$ cat config.mk
export PLATFORM = sky130hd
export DESIGN_NAME = coin_acceptor
export DESIGN_NICKNAME = d
export VERILOG_FILES = /design/src/rtl/coin_acceptor.sv
export SDC_FILE = /design/constraint.sdc
export NUM_CORES = 1
export LEC_CHECK = 0
export BUFFER_PORTS_ARGS = -buffer_cell sky130_fd_sc_hd__buf_2
export CORE_MARGIN = 1
export CORE_UTILIZATION = 40
export DETAILED_ROUTE_END_ITERATION = 12
export PLACE_DENSITY_LB_ADDON = 0.15
export SLEW_MARGIN = 40
export SYNTH_ARGS = -nofsm -noshare
export SYNTH_HDL_FRONTEND = slang
export SYNTH_SLANG_ARGS = --single-unit
$ cat constraint.sdc
create_clock -name clk -period 2.2 [get_ports clk]
set_clock_uncertainty 0.2 [all_clocks]
set_input_delay 0.44 -clock clk [delete_from_list [all_inputs] [get_ports clk]]
set_output_delay 0.44 -clock clk [all_outputs]
set_load 0.02 [all_outputs]
$ cat src/rtl/coin_acceptor.sv
// coin_acceptor: synchronizes and debounces two coin sensors, classifies coin events, tracks jams and a saturating total.
module coin_acceptor #(
  parameter int DEB_CYCLES = 4,
  parameter int JAM_CYCLES = 1000
) (
  input  logic       clk,
  input  logic       rst,
  input  logic       sense5,
  input  logic       sense10,
  input  logic       enable,
  output logic [1:0] coin,
  output logic       reject,
  output logic       jam,
  output logic [7:0] total
);
  localparam logic [7:0]  DEB = 8'(DEB_CYCLES);
  localparam logic [15:0] JAMC = 16'(JAM_CYCLES);
  typedef enum logic {IDLE, JAM} state_t;
  state_t state, next;
  logic [1:0] s1, s2, deb, dq, rise, hit;
  logic [7:0] cnt [2];
  logic [15:0] hc [2];
  logic [1:0] coin_n;
  logic reject_n;
  logic [7:0] total_n;
  logic [8:0] sum;
  always_ff @(posedge clk) begin
    if (rst) begin
      s1 <= '0;
      s2 <= '0;
      deb <= '0;
      dq <= '0;
      for (int i = 0; i < 2; i++) begin
        cnt[i] <= '0;
        hc[i] <= '0;
      end
      state <= IDLE;
      coin <= '0;
      reject <= 1'b0;
      jam <= 1'b0;
      total <= '0;
    end else begin
      s1 <= {sense10, sense5};
      s2 <= s1;
      dq <= deb;
      for (int i = 0; i < 2; i++) begin
        if (cnt[i] == DEB) begin
          deb[i] <= ~deb[i];
          cnt[i] <= '0;
        end else
          cnt[i] <= (s2[i] != deb[i]) ? cnt[i] + 8'd1 : '0;
        hc[i] <= !deb[i] ? '0 : (hc[i] == JAMC) ? hc[i] : hc[i] + 16'd1;
      end
      state <= next;
      coin <= coin_n;
      reject <= reject_n;
      jam <= (next == JAM);
      total <= total_n;
    end
  end
  // bit 0 is the 5-rupee path, bit 1 the 10-rupee path; coin code equals the rise vector
  always_comb begin
    rise = deb & ~dq;
    hit = {hc[1] == JAMC, hc[0] == JAMC};
    sum = {1'b0, total} + (rise[1] ? 9'd10 : 9'd5);
    next = state;
    coin_n = '0;
    reject_n = 1'b0;
    total_n = total;
    if (state == IDLE) begin
      if (|hit)
        next = JAM;
      else if (|rise) begin
        if (!enable || &rise)
          reject_n = 1'b1;
        else begin
          coin_n = rise;
          total_n = sum[8] ? 8'hff : sum[7:0];
        end
      end
    end else if (deb == 2'b00)
      next = IDLE;
  end
endmodule

Word-level counts from Yosys, hierarchy flattened
Memories as Yosys holds them, arrays and structs flattened.
Cells that the tools add are included.

operators by class
  add/sub/neg operators = 5
  bitwise operators = 14
  multiplexer cells = 33
  eq/ne operators = 6
  reductions and logical operators = 9

operator list
  kind                                                    number
  two-way mux 16 bit                                      6
  two-way mux 8 bit                                       7
  adder 16 x 1 -> 16 bit (second input constant)          2
  equality test 16 x 10 -> 1 bit (second input constant)  2
  two-way mux 1 bit                                       19
  adder 8 x 1 -> 8 bit (second input constant)            2
  equality test 8 x 3 -> 1 bit (second input constant)    2
  adder 8 x 4 -> 9 bit                                    1
  NOT 1 bit                                               6
  bitwise OR 1 bit                                        6
  OR reduction 6 bit                                      1
  OR reduction 5 bit                                      1
  two-way mux 4 bit                                       1
  AND reduction 4 bit                                     1
  OR reduction 2 bit                                      2
  AND 2 bit                                               1
  zero test 2 bit                                         1
  inequality test 1 bit                                   2
  NOT 2 bit                                               1
  AND reduction 2 bit                                     1
  zero test 1 bit                                         1
  logical OR 1 bit                                        1

word-level totals
  RAM bits = 48
  bits of input ports = 5
  memories kept = 2
  logic and storage cells = 78
  bits in registers = 20

memory list
  memory  words  width  read ports  clocked after memory_dff  write ports  RTL line  RTL
  hc      2      16     2           0                         2            22        logic [15:0] hc [2];
  cnt     2      8      2           0                         2            21        logic [7:0] cnt [2];

Logic depth before layout (Yosys ltp)
  word-level depth = 6
  mapped depth = 10
  gate-level depth less buffers = 8

Worst setup path before layout
Ideal clock, no wire load.

  path kind = register to register
  from = reg deb[1]
  to = reg total[6]
  required time = 1.879 ns
  clock period less this slack = 2.370 ns
  path buffers = 2
  cell stages (with the launch flop) = 11
  slack = -0.170 ns
  arrival = 2.049 ns
  path through = dfxtp_1 -> buf_2 -> nor2b_1 -> buf_6 -> xnor2_1 -> ha_1 -> o21a_1 -> a2bb2oi_1 -> nand3_1 -> nor3_1 -> mux2_2

on the way
  cells in the longest elaborated chain, start to end = 5
  elaborated cells between the ends (all ways) = 9

RTL lines
  element                                                                       RTL line  RTL
  from (decl)                                                                   20        logic [1:0] s1, s2, deb, dq, rise, hit;
  from (signal, indexed assignment)                                             48        deb[i] <= ~deb[i];
  AND 2 bit *                                                                   63        rise = deb & ~dq;
  parallel branches: the longest is 4 deep, another holds adder 8 x 4 -> 9 bit  -
  to (signal assigned)                                                          58        total <= total_n;
  to (decl)                                                                     14        output logic [7:0] total

Mark *: on every way between the ends.
A chain may end at the register's enable or synchronous reset.

Worst setup path in the final report
Ends and elaborated chain as after synthesis.

==> run metrics <==
status finished clean; Bufs on Longest Clock Path 2; YS warnings 0; Top Metal Used met4; largest net degree at the start of global routing 19; synthesized instance count 357; DR vias 2551; hold slack approximately 110 ps; Final Max Tran Viols 0; Slew Limit Headroom 58.74%; leakage power around 1.4 nW; Req. time, crit path about 2200 ps; power per cell area 591.4 nW/um^2; Worst Path Buf+Inv 0; routed wl met2 2.927 mm; CP peak stage delay 330 ps; CTS Hold Bufs 0; footprint of the multi-input gates 1764 sq um; Worst R2R End total[6]$_SDFFE_PP0P_; PortBufs 16; Worst Path Max Fanout 4; Via-to-Cell Ratio 5.012; type of the most critical hold path input pin to register; Startpoint Class register; CP arrival ~2200 ps; number of global-route vias before repair 2470; Diodes inserted 0; WL final 6.477 mm; Final Hold Viols 0; clock sink count a little under 70; FMAX around 470 MHz; routability cong. 0.8140; crit share post-route 97.08%; logic gate share of total power 3.3%; root buf cell clkbuf_8; clk slew on worst S/H paths approximately 70 ps; Main synth FF type dfxtp_1; antenna violations before repair 0; syn avg cell area 9.211 sq um; critical setup path kind register to register; layout cells sized above 1 between 15 and 20%; Die ar. ~8600 sq um; Critical Path End total[6]$_SDFFE_PP0P_; R2R Path Start deb[1]$_SDFFE_PP0P_; # rows 32; GRT Residual Overflow 0; RSZ-0062 raised after global routing true; initial core utilization 41.90%; routed wl met3 between 200 and 300 um; Post-route DRC 0; Top delay family on crit path simple AND/OR/NAND/NOR gates; met1 wire length around 3.2 mm; Int Pwr 1.731 mW; Setup TNS 0 ps; Post-synth EDFFs 16; Register-to-Register Path Depth 8; Synth cell types 53; Slew @ Worst Pin 617.5 ps; routed len/inst roughly 13 um; WP depth 8; synthesis-stage register bit count slightly below 70; share of power burned in registers 58.2%; Detail Route Antenna Nets 0; total core area slightly below 8000 sq um; Synth Cell Area 3288 sq um; final setup fails 0; IO Pins 17; worst-path cell chain nor2b_4, xnor2_2, ha_2, o21a_1, a2bb2oi_4, nand3_2, nor3_2, mux2_4; Syn-to-layout area delta 16.10%; Worst-Skew Late Latency around 340 ps; Max-cap violations 0; Total GRT Usage 16.65%; H-Tree Depth 3; P_sw 526.2 uW; Worst Setup End Kind register; Die Ht 92.67 um; DR iter-0 viols 185; post-layout net count 416; Fillers a little under 800; Setup crit start deb[1]$_SDFFE_PP0P_; first-pass GRT wire length 11.18 mm; FF/Latch Area 1524 sq um; CTS tree yes; clock network power share 38.4%; Seq/Total Area, Yosys 46.27%; hpwl dp 4.518 mm; Sw Share about a quarter; Post-synth ARST share 0%; slowest CP cell dfxtp_2; clock buffer count from CTS 9; final core occ 48.64%; Die Width 92.67 um; DR pass1 iterations 4; Final min period 2136 ps; reg-to-reg slack, setup 60 ps; peak supply drop 0.3241 mV
==> what timing repair did <==
action | CTS | global route
setup endpoints to repair | 1 | 8
pin swaps | 0 | 4
gates cloned | 0 | 0
setup buffers | 0 | 3
resized for setup | 1 | 11
==> area by class of cell <==
cell class                      instances  area share (%)
Inverter                               17           1.672
Clock inverter                          5          0.7539
Timing Repair Buffer                   29           4.654
Multi-Input combinational cell        277           46.21
Tap cell                              102           3.343
Clock buffer                           11           3.441
Sequential cell                        68           39.92
==> synth_stat cells, drive strengths merged (10+ instances only) <==
cell type | n | area [sq um]
nand3 | 25 | 125.1
and3 | 11 | 68.82
nand2 | 22 | 82.58
xnor2 | 18 | 165.2
nor2 | 51 | 191.4
dfxtp | 52 | 1041
nor3 | 15 | 75.07
inv | 17 | 63.81
o21ai | 10 | 50.05
a21oi | 12 | 60.06
xor2 | 21 | 183.9
edfxtp | 16 | 480.5
==> sequential cells by signal, summed over array words and instances, names as in the netlist <==
name	cells
dq	2
deb	2
total	8
state	1
cnt	16
s1	2
coin	2
s2	2
reject	1
hc	32
==> power groups by stage <==
| stage | sequential (mW) | clock (mW) | combinational (mW) |
|---|---|---|---|
| after floorplan | 1.34 | 0 | 0.0524 |
| after global placement | 1.34 | 0 | 0.0717 |
| after detailed placement | 1.34 | 0 | 0.0730 |
| after CTS | 1.31 | 0.904 | 0.0736 |
| after global routing | 1.32 | 0.953 | 0.0860 |
| final | 1.31 | 0.868 | 0.0752 |
==> kinds of logic (layout without fill, tap and decap cells) <==
logic type,after synthesis,in the layout,share of synthesized area (%)
other,1,16,0.1140
XOR/XNOR,39,39,10.62
adder cells (fa/ha/maj),10,10,3.729
buffers and inverters,27,62,3.500
multiplexers,2,2,0.6469
flip-flops,68,68,46.27
AND/OR/NAND/NOR,173,173,27.74
AO/OA/AOI/OAI,37,37,7.382
==> worst reg2reg max path, delay by kind of cell, from the launching register on <==
family                     cells  cell delay (ps)
AOI/OAI and AO/OA              2              420
xor gates and xnor gates       1              130
adders and majority gates      1              220
DFF                            1              330
muxes                          1              310
and+or+nand+nor                3              440
==> placed cells by master, fill, tap and decap left out, types with 16 or more instances in the layout <==
cell,Yosys,layout
inv_1,17,17
xor2_1,21,21
nand2_1,22,21
nor2_1,51,51
conb_1,1,16
xnor2_1,17,16
edfxtp_1,16,16
buf_2,1,16
dfxtp_1,52,50
nand3_1,25,23
==> worst min-delay path by stage <==
stage | from | to | slack, ps | depth (start not counted)
6_report | sense10 | s1[1]$_SDFF_PP0_ | 110 | 2
5_1_grt | sense10 | s1[1]$_SDFF_PP0_ | 100 | 2
4_1_cts | sense10 | s1[1]$_SDFF_PP0_ | 100 | 2
3_5_place_dp | s1[0]$_SDFF_PP0_ | s2[0]$_SDFF_PP0_ | 230 | 1
3_3_place_gp | s1[0]$_SDFF_PP0_ | s2[0]$_SDFF_PP0_ | 240 | 1
2_1_floorplan | s1[0]$_SDFF_PP0_ | s2[0]$_SDFF_PP0_ | 210 | 1
==> metrics by stage <==
| stage | worst slack [ps] | power [mW] | instances | instance area (sq um) |
|---|---|---|---|---|
| after floorplan | -57.67 | 1.392 | 372 | 3358 |
| after global placement | 40.58 | 1.414 | 490 | 3587 |
| after detailed placement | -9.872 | 1.416 | 490 | 3587 |
| after CTS | 30.75 | 2.292 | 506 | 3752 |
| after global routing | -25.41 | 2.357 | 509 | 3817 |
| final | 64.24 | 2.258 | 509 | 3817 |
==> layer usage <==
layer	track usage (%)	vias up
li1	-	1322
met1	20.86	1186
met2	27.04	38
met3	5.419	5
met4	5.385	0
met5	0	-
Power figures use the tool's default switching activity.
